--- config.mk ---
export PLATFORM = sky130hd
export DESIGN_NAME = fp_wb_arbiter_flat
export DESIGN_NICKNAME = d
export VERILOG_FILES = /design/src/rtl/fp_wb_arbiter_if.sv /design/src/rtl/fp_wb_arbiter.sv /design/src/flat_wrapper.sv
export SDC_FILE = /design/constraint.sdc
export NUM_CORES = 1
export LEC_CHECK = 0
export CAP_MARGIN = 25
export CELL_PAD_IN_SITES_DETAIL_PLACEMENT = 2
export CELL_PAD_IN_SITES_GLOBAL_PLACEMENT = 2
export CORE_MARGIN = 8
export CORE_UTILIZATION = 30
export DETAILED_ROUTE_END_ITERATION = 16
export GPL_TIMING_DRIVEN = 1
export PLACE_DENSITY = 0.86
export SLEW_MARGIN = 25
export SYNTH_ARGS = -nofsm -noshare
export SYNTH_HDL_FRONTEND = slang
export SYNTH_SLANG_ARGS = --single-unit
--- constraint.sdc ---
create_clock -name clk -period 3.3 [get_ports clk]
set_input_delay 0.495 -clock clk [delete_from_list [all_inputs] [get_ports clk]]
set_output_delay 0.495 -clock clk [all_outputs]
set_load 0.05 [all_outputs]
--- src/rtl/fp_wb_arbiter_if.sv ---
// Bundle of the FP writeback arbiter's issue, load, FPU and regfile-write
// signals. Names carry the _pi/_po suffixes as seen from the arbiter.
//
// Handshake: the FPU result port is valid/ready. A result transfers on a
// cycle where fpu_valid_pi && fpu_ready_po are both high at the posedge.
// While valid is high and ready is low, the producer keeps rd/data stable.
// The load port has valid only; a load result is always taken the cycle it
// is presented.
interface fp_wb_arbiter_if;
    logic        issue_valid_pi;
    logic [4:0]  issue_rd_pi;
    logic        ld_valid_pi;
    logic [4:0]  ld_rd_pi;
    logic [31:0] ld_data_pi;
    logic        fpu_valid_pi;
    logic [4:0]  fpu_rd_pi;
    logic [31:0] fpu_data_pi;
    logic        fpu_ready_po;
    logic        Fp_we_po;
    logic [4:0]  Fp_destReg_po;
    logic [31:0] Fp_writeData_po;
    logic [31:0] pending_po;
    logic [1:0]  fifo_count_po;

    // Pipeline side: drives issue, load and FPU results and observes the
    // arbiter.
    modport master (
        output issue_valid_pi, issue_rd_pi,
        output ld_valid_pi, ld_rd_pi, ld_data_pi,
        output fpu_valid_pi, fpu_rd_pi, fpu_data_pi,
        input  fpu_ready_po,
        input  Fp_we_po, Fp_destReg_po, Fp_writeData_po,
        input  pending_po, fifo_count_po
    );

    // Arbiter side.
    modport slave (
        input  issue_valid_pi, issue_rd_pi,
        input  ld_valid_pi, ld_rd_pi, ld_data_pi,
        input  fpu_valid_pi, fpu_rd_pi, fpu_data_pi,
        output fpu_ready_po,
        output Fp_we_po, Fp_destReg_po, Fp_writeData_po,
        output pending_po, fifo_count_po
    );
endinterface

--- src/rtl/fp_wb_arbiter.sv ---
// FP register-file writeback arbiter. Load results always win the write
// port. FPU results that lose arbitration wait in a 2-entry skid FIFO.
// A 32-bit pending scoreboard marks registers with a write still in flight.
module fp_wb_arbiter #(
    parameter int debug_param = 0
) (
    input logic         clk,
    input logic         reset,
    fp_wb_arbiter_if.slave bus
);

    logic [4:0]  fifo_rd   [2];
    logic [31:0] fifo_data [2];
    logic        wr_ptr;
    logic        rd_ptr;
    logic [1:0]  fifo_count;
    logic        fifo_full;
    logic        fifo_empty;
    logic        fpu_ready;
    logic        fpu_accept;

    logic        win_valid;
    logic [4:0]  win_rd;
    logic [31:0] win_data;
    logic        pop;
    logic        push;
    logic        bypass;

    logic        we_q;
    logic [4:0]  dest_q;
    logic [31:0] data_q;
    logic [31:0] pending_q;
    logic [31:0] pending_next;

    // FIFO status and the FPU-side ready.
    always_comb begin
        fifo_full  = (fifo_count == 2'd2);
        fifo_empty = (fifo_count == 2'd0);
        fpu_ready  = !fifo_full && !reset;
        fpu_accept = bus.fpu_valid_pi && fpu_ready;
    end

    // Fixed-priority pick: load, then FIFO head, then bypass of this cycle's FPU result.
    always_comb begin
        win_valid = 1'b0;
        win_rd    = '0;
        win_data  = '0;
        pop       = 1'b0;
        bypass    = 1'b0;
        if (bus.ld_valid_pi) begin
            win_valid = 1'b1;
            win_rd    = bus.ld_rd_pi;
            win_data  = bus.ld_data_pi;
        end else if (!fifo_empty) begin
            win_valid = 1'b1;
            win_rd    = fifo_rd[rd_ptr];
            win_data  = fifo_data[rd_ptr];
            pop       = 1'b1;
        end else if (fpu_accept) begin
            win_valid = 1'b1;
            win_rd    = bus.fpu_rd_pi;
            win_data  = bus.fpu_data_pi;
            bypass    = 1'b1;
        end
        // An accepted result that did not go straight through is parked.
        push = fpu_accept && !bypass;
    end

    // FIFO pointers and occupancy; a simultaneous push and pop keeps the count.
    always_ff @(posedge clk) begin
        if (reset) begin
            wr_ptr     <= 1'b0;
            rd_ptr     <= 1'b0;
            fifo_count <= 2'd0;
        end else begin
            if (push) begin
                wr_ptr <= ~wr_ptr;
            end
            if (pop) begin
                rd_ptr <= ~rd_ptr;
            end
            case ({push, pop})
                2'b10:   fifo_count <= fifo_count + 2'd1;
                2'b01:   fifo_count <= fifo_count - 2'd1;
                default: fifo_count <= fifo_count;
            endcase
        end
    end

    // FIFO storage; contents are don't-care while the count says empty.
    always_ff @(posedge clk) begin
        if (push && !reset) begin
            fifo_rd[wr_ptr]   <= bus.fpu_rd_pi;
            fifo_data[wr_ptr] <= bus.fpu_data_pi;
        end
    end

    // Register the winner onto the regfile write port; address/data hold when idle.
    always_ff @(posedge clk) begin
        if (reset) begin
            we_q   <= 1'b0;
            dest_q <= '0;
            data_q <= '0;
        end else begin
            we_q <= win_valid;
            if (win_valid) begin
                dest_q <= win_rd;
                data_q <= win_data;
            end
        end
    end

    // Scoreboard update: clear the committing register, then set on issue so set wins.
    always_comb begin
        pending_next = pending_q;
        if (win_valid) begin
            pending_next[win_rd] = 1'b0;
        end
        if (bus.issue_valid_pi) begin
            pending_next[bus.issue_rd_pi] = 1'b1;
        end
    end

    // Scoreboard register.
    always_ff @(posedge clk) begin
        if (reset) begin
            pending_q <= '0;
        end else begin
            pending_q <= pending_next;
        end
    end

    assign bus.fpu_ready_po    = fpu_ready;
    assign bus.Fp_we_po        = we_q;
    assign bus.Fp_destReg_po   = dest_q;
    assign bus.Fp_writeData_po = data_q;
    assign bus.pending_po      = pending_q;
    assign bus.fifo_count_po   = fifo_count;

    // Optional simulation trace of each committed write.
    generate
        if (debug_param != 0) begin : g_trace
            // Print one line per committed write, away from the update edge.
            always @(negedge clk) begin
                if (we_q) begin
                    $write("[fp_wb] rd=%0d data=%08h\n", dest_q, data_q);
                end
            end
        end
    endgenerate

endmodule

--- src/flat_wrapper.sv ---
// flat-port wrapper written by rule: the top's interface ports become plain ports
module fp_wb_arbiter_flat 
#(
    parameter int debug_param = 0
)
  (clk, reset, bus_issue_valid_pi, bus_issue_rd_pi, bus_ld_valid_pi, bus_ld_rd_pi, bus_ld_data_pi, bus_fpu_valid_pi, bus_fpu_rd_pi, bus_fpu_data_pi, bus_fpu_ready_po, bus_Fp_we_po, bus_Fp_destReg_po, bus_Fp_writeData_po, bus_pending_po, bus_fifo_count_po);
  fp_wb_arbiter_if bus_i ();
  input logic clk;
  input logic reset;
  input wire logic [$bits(bus_i.issue_valid_pi)-1:0] bus_issue_valid_pi;
  input wire logic [$bits(bus_i.issue_rd_pi)-1:0] bus_issue_rd_pi;
  input wire logic [$bits(bus_i.ld_valid_pi)-1:0] bus_ld_valid_pi;
  input wire logic [$bits(bus_i.ld_rd_pi)-1:0] bus_ld_rd_pi;
  input wire logic [$bits(bus_i.ld_data_pi)-1:0] bus_ld_data_pi;
  input wire logic [$bits(bus_i.fpu_valid_pi)-1:0] bus_fpu_valid_pi;
  input wire logic [$bits(bus_i.fpu_rd_pi)-1:0] bus_fpu_rd_pi;
  input wire logic [$bits(bus_i.fpu_data_pi)-1:0] bus_fpu_data_pi;
  output wire logic [$bits(bus_i.fpu_ready_po)-1:0] bus_fpu_ready_po;
  output wire logic [$bits(bus_i.Fp_we_po)-1:0] bus_Fp_we_po;
  output wire logic [$bits(bus_i.Fp_destReg_po)-1:0] bus_Fp_destReg_po;
  output wire logic [$bits(bus_i.Fp_writeData_po)-1:0] bus_Fp_writeData_po;
  output wire logic [$bits(bus_i.pending_po)-1:0] bus_pending_po;
  output wire logic [$bits(bus_i.fifo_count_po)-1:0] bus_fifo_count_po;
  assign bus_i.issue_valid_pi = bus_issue_valid_pi;
  assign bus_i.issue_rd_pi = bus_issue_rd_pi;
  assign bus_i.ld_valid_pi = bus_ld_valid_pi;
  assign bus_i.ld_rd_pi = bus_ld_rd_pi;
  assign bus_i.ld_data_pi = bus_ld_data_pi;
  assign bus_i.fpu_valid_pi = bus_fpu_valid_pi;
  assign bus_i.fpu_rd_pi = bus_fpu_rd_pi;
  assign bus_i.fpu_data_pi = bus_fpu_data_pi;
  assign bus_fpu_ready_po = bus_i.fpu_ready_po;
  assign bus_Fp_we_po = bus_i.Fp_we_po;
  assign bus_Fp_destReg_po = bus_i.Fp_destReg_po;
  assign bus_Fp_writeData_po = bus_i.Fp_writeData_po;
  assign bus_pending_po = bus_i.pending_po;
  assign bus_fifo_count_po = bus_i.fifo_count_po;
  fp_wb_arbiter #(.debug_param(debug_param)) u_core (.clk(clk), .reset(reset), .bus(bus_i));
endmodule
Yosys cells after proc, flatten, opt, wreduce, memory -nomap -nowiden
Memories as Yosys holds them, arrays and structs flattened. A register that Yosys moved wholly into a read port is not among the register bits.
Index checks and enable logic that the tools add are counted.
Storage, ports and cells
  register bits after elaboration: 74
  bits of input ports: 84
  memories: 2
  bits in writable memories: 74
  logic and storage cells: 60
  output and inout bits: 73
Cells by class
  equality and inequality tests: 3
  mux-type cells: 26
  $add $sub $neg: 2
  $lt $le $gt $ge: 4
  bitwise gates (word level): 5
  reduce and logical (&&, ||, !) cells: 11
Memory list
  u_core.fifo_data: depth 2, bits a word 32, rd ports 1, clocked after memory_dff 1, wr ports 1, RTL line fp_wb_arbiter.sv:13  | logic [31:0] fifo_data [2];
  u_core.fifo_rd: depth 2, bits a word 5, rd ports 1, clocked after memory_dff 1, wr ports 1, RTL line fp_wb_arbiter.sv:12  | logic [4:0] fifo_rd [2];
Operators with widths (count)
  32-bit two-way mux: 5
  32-bit bitwise AND: 1
  32-bit inverter: 1
  32-bit bitwise OR: 1
  1-bit two-way mux: 15
  5-bit two-way mux: 3
  5-bit by 6-bit < comparator with 1-bit output (second input constant): 2
  1-bit demux with 5-bit select: 2
  5-bit by 1-bit >= comparator with 1-bit output (second input constant): 2
  1-bit logical AND: 6
  2-bit == test (second input constant): 2
  2-bit case mux with 2 select lines: 1
  1-bit logical NOT: 3
  2-bit by 1-bit adder with 2-bit output (second input constant): 1
  2-bit by 1-bit == test with 1-bit output (second input constant): 1
  2-bit logical NOT: 1
  1-bit inverter: 2
  2-bit nonzero test: 1
  2-bit by 1-bit subtractor with 2-bit output (second input constant): 1

Longest topological paths before layout
  depth in word-level cells: 16
  gate-level depth with buffers: 8
  gate-level depth less buffers: 7

Worst setup path before layout
Ideal clock, no wire load.
  path kind: flip-flop to flip-flop
  start: register u_core.fifo_count[0] (netlist: u_core.bus.fifo_count_po[0])
  end: memory u_core.fifo_data[0][0] (enable)
  clock period less this slack: 4.095 ns
  buffers on the path: 1
  required time: 2.869 ns
  data arrival time: 3.663 ns
  library setup time: 0.431 ns
  setup slack: -0.795 ns
  stages on the path, launching flop included: 6
  cell sequence: dfxtp_1 buf_4 inv_2 a21oi_1 nand3b_1 nor2_1
Between the ends
  longest elaborated chain between the ends: 12
  elaborated cells on any way between the ends: 13
  classes of those cells: 1 x eq/ne; 5 x mux; 7 x reduce/logical
Ends and longest elaborated chain
  from (decl): RTL line fp_wb_arbiter.sv:16  | logic [1:0] fifo_count;
  from (signal assigned): RTL line fp_wb_arbiter.sv:83  | 2'b10: fifo_count <= fifo_count + 2'd1;
  from (signal assigned): RTL line fp_wb_arbiter.sv:84  | 2'b01: fifo_count <= fifo_count - 2'd1;
  from (signal assigned): RTL line fp_wb_arbiter.sv:85  | default: fifo_count <= fifo_count;
  2-bit == test *: RTL line fp_wb_arbiter.sv:37  | fifo_full = (fifo_count == 2'd2);
  1-bit logical NOT *: RTL line fp_wb_arbiter.sv:39  | fpu_ready = !fifo_full && !reset;
  1-bit logical AND *: RTL line fp_wb_arbiter.sv:39
  named net bus_fpu_ready_po: RTL line flat_wrapper.sv:18  | output wire logic [$bits(bus_i.fpu_ready_po)-1:0] bus_fpu_ready_po;
  1-bit logical AND *: RTL line fp_wb_arbiter.sv:40  | fpu_accept = bus.fpu_valid_pi && fpu_ready;
  1-bit two-way mux: RTL line fp_wb_arbiter.sv:59  | end else if (fpu_accept) begin
  1-bit two-way mux: RTL line fp_wb_arbiter.sv:54  | end else if (!fifo_empty) begin
  1-bit two-way mux: RTL line fp_wb_arbiter.sv:50  | if (bus.ld_valid_pi) begin
  1-bit logical NOT: RTL line fp_wb_arbiter.sv:66  | push = fpu_accept && !bypass;
  1-bit logical AND *: RTL line fp_wb_arbiter.sv:66
  1-bit logical AND *: RTL line fp_wb_arbiter.sv:92  | if (push && !reset) begin
  1-bit two-way mux *: RTL line fp_wb_arbiter.sv:92
  1-bit two-way mux (implied by the code) *: RTL line fp_wb_arbiter.sv:94  | fifo_data[wr_ptr] <= bus.fpu_data_pi;
  to (decl): RTL line fp_wb_arbiter.sv:13
The timed path passes the listed nets; every way through them passes the cells marked *.

==> metrics.csv <==
stage,metric,value,unit
status,outcome,"complete, no violations",
clock_tree,CTS tree,built,
logic_synthesis,Post-synth EDFFs,74,
clock_tree,"Clk Latency, worst-skew pair",420,ps
final_layout,share of cells above drive strength 1,8.458,%
logic_synthesis,sequential area share after synthesis,58.98,%
drt,routed vias/inst,5.229,
logic_synthesis,Synthesis Warnings,0,
final_layout,ant diodes,0,
worst_setup_path,WS Path Type,reg2reg,
pwr,peak supply drop,390.8,uV
timing,unrepaired setup endpoints after global routing,false,
hold_path,HP Start,u_core.bus.Fp_destReg_po[4]$_SDFFE_PP0N_,
die,die height,161.1,um
timing,worst clock skew,9.521,ps
grt,initial antenna violation count,0,
clock_tree,CTS Sinks,149,
timing,Slew @ Worst Pin,996.1,ps
hold_path,Hold Path Class,reg2reg,
worst_setup_path,Crit. End Element,flip-flop,
die,Horiz. Die Dim,161.1,um
clock_tree,Max clock buf depth,2,
logic_synthesis,Avg Inst Size Synth,10.94,um^2
drt,post-route DRC violation count,0,
logic_synthesis,count of cell types in the netlist,50,
grt,global-route wire length before repair,34.60,mm
worst_setup_path,worst endpoint required time,3560,ps
drt,WL final,22.31,mm
place,placed insts,976,
grt,largest net degree at the start of global routing,66,
drt,vias,5271,
die,FP Rows,53,
drt,1st-iter DRT viols,290,
place,Port Buffers,156,
logic_synthesis,"Async S/R FF share, synth",0,%
timing,final setup vio count,0,
pwr,Leakage,2.873,nW
timing,Tmin final,2749,ps
clock_tree,H-tree depth,4,
final_layout,fin nets,805,
logic_synthesis,leading cell types by total area after synthesis,"edfxtp_1 35%, dfxtp_1 24%, a211oi_1 7.6%, mux2i_1 5.4%, nor2_1 4.8%",
worst_setup_path,worst endpoint data arrival time,3010,ps
worst_setup_path,worst-path fanout max,19,
drt,drt pass-1 iters,4,
pwr,cell area power density,684.2,nW/um^2
timing,worst hold slack,459.7,ps
pwr,total power,5.996,mW
clock_tree,CTS Buf Count,17,
final_layout,Finished Layout Cells,1008,
drt,Routed WL per cell,22.13,um
clock_tree,Root Driver,clkbuf_16,
timing,Max Freq,363.8,MHz
logic_synthesis,Synth Register Bits,149,
logic_synthesis,top cell type by total area after synthesis,edfxtp_1,
place,hpwl dp,15.85,mm
clock_tree,post-cts gate resize count,0,
timing,setup TNS,0,ps
logic_synthesis,most common flop cell mapped by yosys,dfxtp_1,
worst_setup_path,Worst Setup Start Kind,flip-flop,
die,core area,20820,um^2
logic_synthesis,top cell type's share of synthesized area,35.20,%
job,max_cap viols,0,
drt,antenna-violating nets left,0,
timing,final worst slack,551.4,ps
die,die area,25940,um^2
clock_tree,post-cts hold buffer count,0,
logic_synthesis,net count after synthesis,662,
die,io pins,157,
logic_synthesis,Post-Synthesis Cell Area,6314,um^2
grt,number of global-route vias before repair,5968,
logic_synthesis,Gate Count Post-Synth,577,
grt,GRT Overall Usage,17.04,%
clock_tree,clk slew on worst S/H paths,60,ps
place,dpl ws,401.8,ps
clock_tree,Post CTS Setup Buffer Count,0,
timing,final hold violation count,0,
place,placer congestion estimate,0.7706,
timing,Worst slew margin,33.45,%
timing,period utilisation layout,83.29,%
final_layout,P&R area growth vs syn,38.80,%
die,Starting Density,30.32,%
timing,max-slew violations,0,
grt,grt ovf,0,
[power breakdown]
part | leakage [nW] | switching, mW | internal (mW)
sequential | 1.29 | 0.135 | 2.13
combinational | 1.29 | 1.17 | 0.630
clock | 0.297 | 0.786 | 1.15
total | 2.87 | 2.09 | 3.90
[metal layers]
layer	global-route usage [%]	part of all wire [%]	vias to the layer above
met5	0	0	-
met4	5.640	1.6	0
met3	4.709	4.9	26
met2	31.34	53	139
met1	18.51	41	2649
li1	-	-	2457
[synthesized netlist by cell type, drive strengths merged, types with 7 or more instances]
master,instances
a211oi,64
a21oi,40
a311oi,32
buf,17
clkbuf,29
dfxtp,75
edfxtp,74
mux2i,34
nand2,41
nor2,80
nor3,37
nor3b,7
[final cells by class]
| type | count | area (um^2) |
|---|---|---|
| Fill cell | 2135 | 12060 |
| Clock buffer | 22 | 495.5 |
| Inverter | 3 | 11.26 |
| Sequential cell | 149 | 3725 |
| Tap cell | 275 | 344.1 |
| Clock inverter | 10 | 91.34 |
| Timing Repair Buffer | 170 | 1682 |
| Multi-Input combinational cell | 379 | 2415 |
[cell families after synthesis]
logic type | count (synthesis) | synth area share, %
multiplexers | 37 | 5.985
adder cells (fa/ha/maj) | 1 | 0.1981
buffers and inverters | 49 | 3.190
flip-flops | 149 | 58.98
XOR/XNOR | 4 | 0.5550
AO/OA/AOI/OAI | 148 | 17.20
AND/OR/NAND/NOR | 189 | 13.89
[cell usage in the layout, fill, tap and decap left out, types with 4 or more instances in the layout]
master,netlist,routed
nand2_1,41,41
clkdlybuf4s50_1,0,154
inv_4,0,4
and3_1,6,6
a211oi_1,64,64
nor3_1,35,35
a311oi_1,32,32
dfxtp_1,75,74
clkbuf_16,0,18
mux2i_1,34,34
nor3b_1,5,4
a21oi_1,40,40
edfxtp_1,74,74
nor2_1,80,78
buf_4,1,12
[flip-flops by register name, summed over array words and instances, names as in the netlist, named ones only]
register                    cells
u_core.bus.fifo_count_po        2
u_core.wr_ptr                   1
u_core.bus.pending_po          32
u_core.fifo_rd                 10
u_core.rd_ptr                   1
u_core.bus.Fp_destReg_po        5
u_core.bus.Fp_writeData_po     32
u_core.bus.Fp_we_po             1
u_core.fifo_data               64
[metrics by stage]
step	cell area (um^2)	utilization (%)
2_1_floorplan	6319	-
3_3_place_gp	8172	39.24
3_5_place_dp	8172	39.24
4_1_cts	8758	42.06
5_1_grt	8763	42.09
6_report	8763	42.09
[path summary, 6_finish.rpt]
| check | endpoint | slack [ps] | depth (start not counted) |
|---|---|---|---|
| min | u_core.bus.Fp_destReg_po[4]$_SDFFE_PP0N_ | 460 | 2 |
| min reg2reg | u_core.bus.Fp_destReg_po[4]$_SDFFE_PP0N_ | 460 | 2 |
| max reg2reg | u_core.bus.pending_po[25]$_SDFF_PP0_ | 550 | 6 |
| max | u_core.bus.pending_po[25]$_SDFF_PP0_ | 550 | 6 |
[worst max-delay path, cell delays in order (launching register included)]
cell and delay (ps):
dfxtp_2 710, buf_4 430, mux2i_1 130, a221oi_1 310, nand2_1 290, nor3b_1 510
a311oi_1 180
(Power assumes the default switching activity.)
